===== src/rtl/divider_8bits_seq.sv =====
// divider_8bits_seq: sequential restoring divider, 2*WIDTH / WIDTH bits, one quotient bit per clock
module divider_8bits_seq #(
  parameter int WIDTH = 8,
  parameter int CNT_W = 4
) (
  input  logic               clk,
  input  logic               rst,
  input  logic               in_valid,
  output logic               in_ready,
  input  logic [2*WIDTH-1:0] dividend,
  input  logic [WIDTH-1:0]   divisor,
  output logic               out_valid,
  input  logic               out_ready,
  output logic [WIDTH-1:0]   quotient,
  output logic [WIDTH-1:0]   remainder,
  output logic               div_by_zero,
  output logic               overflow
);
  typedef enum logic [1:0] {IDLE, CALC, DONE} state_t;
  state_t             state_q;
  logic [WIDTH:0]     r_q;
  logic [WIDTH-1:0]   q_q;
  logic [WIDTH-1:0]   dvs_q;
  logic [CNT_W-1:0]   cnt_q;
  logic               dbz_q;
  logic               ovf_q;
  logic [WIDTH:0]     t_d;
  logic               ge_d;
  logic [WIDTH:0]     r_d;
  always_comb begin
    t_d  = {r_q[WIDTH-1:0], q_q[WIDTH-1]};
    ge_d = t_d >= {1'b0, dvs_q};
    r_d  = ge_d ? t_d - {1'b0, dvs_q} : t_d;
  end
  always_ff @(posedge clk) begin
    if (rst) begin
      state_q <= IDLE;
      r_q     <= '0;
      q_q     <= '0;
      dvs_q   <= '0;
      cnt_q   <= '0;
      dbz_q   <= 1'b0;
      ovf_q   <= 1'b0;
    end else begin
      case (state_q)
        IDLE: if (in_valid) begin
          dvs_q <= divisor;
          if (divisor == '0) begin
            state_q <= DONE;
            dbz_q   <= 1'b1;
            q_q     <= '1;
            r_q     <= {1'b0, dividend[WIDTH-1:0]};
          end else if (dividend[2*WIDTH-1:WIDTH] >= divisor) begin
            state_q <= DONE;
            ovf_q   <= 1'b1;
            q_q     <= '1;
            r_q     <= '0;
          end else begin
            state_q <= CALC;
            r_q     <= {1'b0, dividend[2*WIDTH-1:WIDTH]};
            q_q     <= dividend[WIDTH-1:0];
            cnt_q   <= CNT_W'(WIDTH);
          end
        end
        CALC: begin
          r_q   <= r_d;
          q_q   <= {q_q[WIDTH-2:0], ge_d};
          cnt_q <= cnt_q - 1'b1;
          if (cnt_q == CNT_W'(1)) state_q <= DONE;
        end
        DONE: if (out_ready) begin
          state_q <= IDLE;
          dbz_q   <= 1'b0;
          ovf_q   <= 1'b0;
        end
        default: state_q <= IDLE;
      endcase
    end
  end
  assign in_ready    = state_q == IDLE;
  assign out_valid   = state_q == DONE;
  assign quotient    = q_q;
  assign remainder   = r_q[WIDTH-1:0];
  assign div_by_zero = dbz_q;
  assign overflow    = ovf_q;
endmodule


===== config.mk =====
export PLATFORM = sky130hd
export DESIGN_NAME = divider_8bits_seq
export DESIGN_NICKNAME = d
export VERILOG_FILES = /design/src/rtl/divider_8bits_seq.sv
export SDC_FILE = /design/constraint.sdc
export NUM_CORES = 1
export LEC_CHECK = 0
export CAP_MARGIN = 20
export CORE_MARGIN = 8
export CORE_UTILIZATION = 30
export DETAILED_ROUTE_END_ITERATION = 8
export HOLD_SLACK_MARGIN = 0.02
export SLEW_MARGIN = 20
export SYNTH_ARGS = -nofsm -noshare
export SYNTH_HDL_FRONTEND = slang
export SYNTH_SLANG_ARGS = --single-unit

===== constraint.sdc =====
create_clock -name clk -period 3.28 [get_ports clk]
set_input_delay 0.656 -clock clk [delete_from_list [all_inputs] [get_ports clk]]
set_output_delay 0.656 -clock clk [all_outputs]
set_load 0.1 [all_outputs]

After elaboration in Yosys (flattened, before gate mapping)
Index checks and enable logic that the tools add are counted.

word-level totals
  register bits = 32
  input bits = 28
  logic and storage cells = 58

cells by class
  $add $sub $neg = 2
  magnitude comparators = 2
  equality and inequality tests = 10
  multiplexer cells = 27
  reductions and logical operators = 10

operators with widths
  kind                                                                   number
  8-bit 2-to-1 mux                                                       7
  8-bit case mux with 2 select lines                                     2
  4-bit 2-to-1 mux                                                       3
  2-bit 2-to-1 mux                                                       5
  9-bit by 8-bit >= comparator with 1-bit output                         1
  8-bit >= comparator                                                    1
  8-bit logical NOT                                                      1
  2-bit != test, second input constant                                   4
  4-bit case mux with 2 select lines                                     1
  4-bit AND reduction                                                    2
  8-bit subtractor                                                       1
  1-bit 2-to-1 mux                                                       6
  2-bit by 1-bit != test with 1-bit output, second input constant        3
  2-bit case mux with 3 select lines                                     1
  5-bit AND reduction                                                    1
  4-bit by 1-bit equality test with 1-bit output, second input constant  1
  1-bit case mux with 2 select lines                                     2
  2-bit AND reduction                                                    2
  2-bit nonzero test                                                     2
  4-bit by 1-bit subtractor with 4-bit output, second input constant     1
  3-bit AND reduction                                                    1
  2-bit by 1-bit equality test with 1-bit output, second input constant  1
  2-bit equality test, second input constant                             1
  2-bit logical NOT                                                      1

Longest topological paths before layout
  depth after elaboration = 5
  depth in mapped cells = 9
  depth with buffers taken out = 8

Worst setup path before layout
OpenSTA, ideal clock, no wires.

  path type = register to register
  from = reg state_q[1]
  to = reg r_q[5]
  arrival time = 2.691 ns
  required time = 3.152 ns
  setup slack = 0.461 ns
  stages on the path, launching flop included = 7
  buffers on the path = 2
  cell sequence = dfxtp_1 -> clkbuf_1 -> nor2_1 -> nand2_1 -> clkbuf_1 -> a221oi_1 -> a211oi_1

between the ends
  longest elaborated chain between the ends = 3
  elaborated cells between the ends (all ways) = 6
  classes of those cells = eq/ne (2); mux (1); reduce/logical (3)

RTL lines
  item                                                           RTL line  text
  from (decl)                                                    20        state_t state_q;
  from (signal assigned)                                         37        state_q <= IDLE;
  from (signal assigned)                                         49        state_q <= DONE;
  from (signal assigned)                                         54        state_q <= DONE;
  2-bit logical NOT *                                            -
  net in_ready                                                   9         output logic in_ready,
  2-bit != test (no line) or 2-bit nonzero test (tied branches)  -
  2-bit AND reduction (no line)                                  -
  to (signal assigned)                                           52        r_q <= {1'b0, dividend[WIDTH-1:0]};
  to (signal assigned)                                           60        r_q <= {1'b0, dividend[2*WIDTH-1:WIDTH]};
  to (signal assigned)                                           66        r_q <= r_d;
  to (decl)                                                      21        logic [WIDTH:0] r_q;

Mark *: on every way through the listed nets, which the timed path passes. The rest lies on a longest branch.
A chain may end at the register's enable or synchronous reset.

Worst setup path after layout
  from = in divisor[2]
  to = reg cnt_q[3]

between the ends
  longest elaborated chain between the ends = 3
  elaborated cells between the ends (all ways) = 5
  classes of those cells = order compare (1); eq/ne (2); reduce/logical (2)

RTL lines
  item                                                      RTL line  text
  from (decl)                                               11        input logic [WIDTH-1:0] divisor,
  8-bit >= comparator or 8-bit logical NOT (tied branches)  53, 48
  2-bit != test (no line)                                   -
  4-bit AND reduction (no line) *                           -
  to (signal assigned)                                      62        cnt_q <= CNT_W'(WIDTH);
  to (signal assigned)                                      68        cnt_q <= cnt_q - 1'b1;
  to (decl)                                                 24        logic [CNT_W-1:0] cnt_q;

Every way passes the cells marked *; elsewhere a longest branch is shown, timed or not.

==> impl_metrics.ini <==
[run_status]
status = completed

[clock_network]
cts_buffer_depth = 2
cts_buffers = 5
clock_sinks = 32
ctsHtreeMaxLevel = 2
hold_buffers = 0
postCtsSetupBuffers = 0
clkLatencyLatePin_ps = 290
cts_tree = yes
cts_root_buf = clkbuf_8
cts_resized = 0
cts.clk_slew.worst_paths_ps = 70

[synth]
synthFlopType = dfxtp_1
postSynthCellCount = 274
synth_nets = 321
seq_area_frac_synth = 0.2916
yosys-top-cells-area = dfxtp_1 (29%), ha_1 (10%), a21oi_1 (8.0%)
ys_ff_latch = 32
synth_cell_type_count = 49
syn-cell-area_mm2 = 0.002197
syn_area_per_cell_um2 = 8.019
synth_edf_count = 0
synthArstFlopShare = 0
post-synth-top-area-cell = dfxtp_1
synth_warnings = 0
yosysTopAreaCellShare = 0.2916

[timing]
period_minus_slack_ps = 2660
grt_setup_unrepaired = no
hold_violations = 0
post-route-period-util = 0.8110
fin_setup_tns_ps = 0
clock-skew-final_ps = 7.854
setup_viol = 0
layout_setup_ws_ps = 620.1
maxSlewHeadroom = 0.5347
maxSlewViolCount = 0
tightest_slew_ps = 697.9
clock.fmax_ghz = 0.3760

[pwr]
p_leak_nw = 1.154
peakVddDrop_v = 0.0002648
power_density_mw_per_mm2 = 603.1

[finish]
insertedDiodeCount = 0
fillers = 756
final_cells = 417
fin_area_mm2 = 0.002810
layout-drive-gt1-share = 0.1195
final_nets = 364
finalCoreUtilization = 0.3916
multi_input_area_mm2 = 0.001413
seq_area_um2 = 640.6
area_growth_pct = 27.90

[routing]
drc = 0
num_vias = 2195
viasPerCell = 5.264
antenna_left = 0
routed_wl_um = 6748
wire_per_inst_um = 16.18
firstDrtPassIters = 4
first_iter_violations = 84

[place]
hpwlAfterDp_um = 5370
dp_slack_ps = 323.4
post-place-cells = 409
place.gp.congestion = 0.8065
placed_area_mm2 = 0.002699
port_buffers = 47

[worst_setup_path]
r2r-start = dvs_q[6]
reg2reg_to = r_q[1]
worstRegToRegCells = 7
critPathTopFamily = compound AO/OA/AOI/OAI gates
cp.depth = 8
cpPeakStageDelay_ps = 520
path_cells = clkdlybuf4s50_1 -> inv_1 -> ha_1 -> a211o_1 -> a31oi_2 -> o211ai_2 -> a21oi_1 -> o221a_2
cp-end-kind = register
cp.arrival_ps = 2900
crit_type = primary input to register
critPathBufInv = 2
cp-start-kind = primary input
cp_max_fo = 10
cp_slowest_cell = clkdlybuf4s50_1
worst-r2r-setup-slack_ps = 1010
cp.required_ps = 3520

[global_route]
grt-ovfl-total = 0
grt_pass1_wl_um = 11180
grt_usage = 0.1373
grt_max_degree = 23
antenna_found_initial = 0
grt_pass1_vias = 2173

[worst_hold_path]
hold_path.class = register to register
hold_start = dvs_q[3]
holdPathEnd = dvs_q[3]
min_path_cells = 2

[die]
die_w_um = 101.6
dieArea_mm2 = 0.01032
core_region_area_mm2 = 0.007176
die_h_um = 101.6
io_pins = 48
rows = 31
start_util = 0.3062

[flow_run]
maxCapViolCount = 0
area by class of cell:
type,instances,area share
clock buffer,5,0.02449
clock inverter,3,0.01514
inverter,21,0.02805
multi-input combinational,207,0.5027
sequential,32,0.2280
tap,99,0.04408
timing repair buffer,50,0.1576
cells in the mapped netlist, types with 3 or more instances:
cell / n
mux2i_1: 5
a211oi_1: 8
inv_1: 21
a21o_1: 5
buf_2: 4
a221oi_1: 5
ha_1: 18
nand2_1: 28
nor4_1: 3
a21oi_1: 35
dfxtp_1: 32
nor2b_1: 5
o21a_1: 3
a211o_1: 5
nor2_1: 7
nor3_1: 3
clkbuf_1: 9
a31oi_1: 4
a22oi_1: 8
nand3_1: 4
and2_1: 3
o21ai_0: 21
nand2b_1: 7
xor2_1: 3
registers in the layout, indices dropped and copies added (netlist names):
| signal | cells |
|---|---|
| cnt_q | 4 |
| div_by_zero | 1 |
| dvs_q | 8 |
| overflow | 1 |
| quotient | 8 |
| r_q | 8 |
| state_q | 2 |
metrics by stage:
step | hold slack, ps | total power [mW]
finish | 460.4 | 1.695
global route | 479.9 | 1.802
CTS | 461.1 | 1.709
detailed placement | 451.8 | 1.321
global placement | 447.1 | 1.314
floorplan | 436.3 | 1.123
how the worst max path moves through the flow:
stage / slack, ps / endpoint / from
6_report: 620 / cnt_q[3] / divisor[2]
3_3_place_gp: 410 / cnt_q[3] / divisor[2]
2_1_floorplan: 460 / r_q[5] / state_q[1]
3_5_place_dp: 320 / cnt_q[3] / divisor[2]
5_1_grt: 460 / cnt_q[3] / divisor[5]
4_1_cts: 630 / cnt_q[3] / divisor[2]
where the power goes:
part / total (mW) / leakage [nW] / internal (mW) / switching, mW
combinational: 0.829 / 0.836 / 0.275 / 0.554
sequential: 0.485 / 0.263 / 0.435 / 0.0500
clock: 0.381 / 0.0541 / 0.225 / 0.156
cells in the final DEF (no fill, tap or decap), drive strengths merged, types with 6 or more instances in the layout:
master,Yosys,layout
a21oi,35,35
dfxtp,32,32
nand2,28,28
clkdlybuf4s50,0,27
buf,5,23
inv,21,21
o21ai,21,21
ha,18,18
a211oi,9,9
a22oi,8,8
nor2,7,7
nand2b,7,7
a211o,6,6
tightest hold or removal path, delay by kind of cell (launching register included):
| family | cells | cell delay, ps |
|---|---|---|
| AO/OA/AOI/OAI | 1 | 50 |
| flip-flops | 1 | 310 |
| AND/OR/NAND/NOR | 1 | 50 |
kinds of logic (layout without fill, tap and decap cells):
logic type / after synthesis / in the layout / share of synthesized area
xor+xnor: 4 / 4 / 0.01595
flops: 32 / 32 / 0.2916
fa+ha+maj: 19 / 19 / 0.1116
simple gates: 66 / 66 / 0.1486
mux: 5 / 5 / 0.02278
buf+inv: 35 / 79 / 0.06549
compound gates: 113 / 113 / 0.3440
metal layers:
metal | track usage | share of wire | wire [um] | vias up
met5 | 0 | 0 | 0 | -
met2 | 0.2173 | 0.46 | 3081 | 52
met3 | 0.02887 | 0.040 | 271 | 11
li1 | - | - | - | 1108
met1 | 0.1772 | 0.48 | 3260 | 1024
met4 | 0.05269 | 0.020 | 136 | 0
Note: power is estimated with default switching activity, not from simulation.
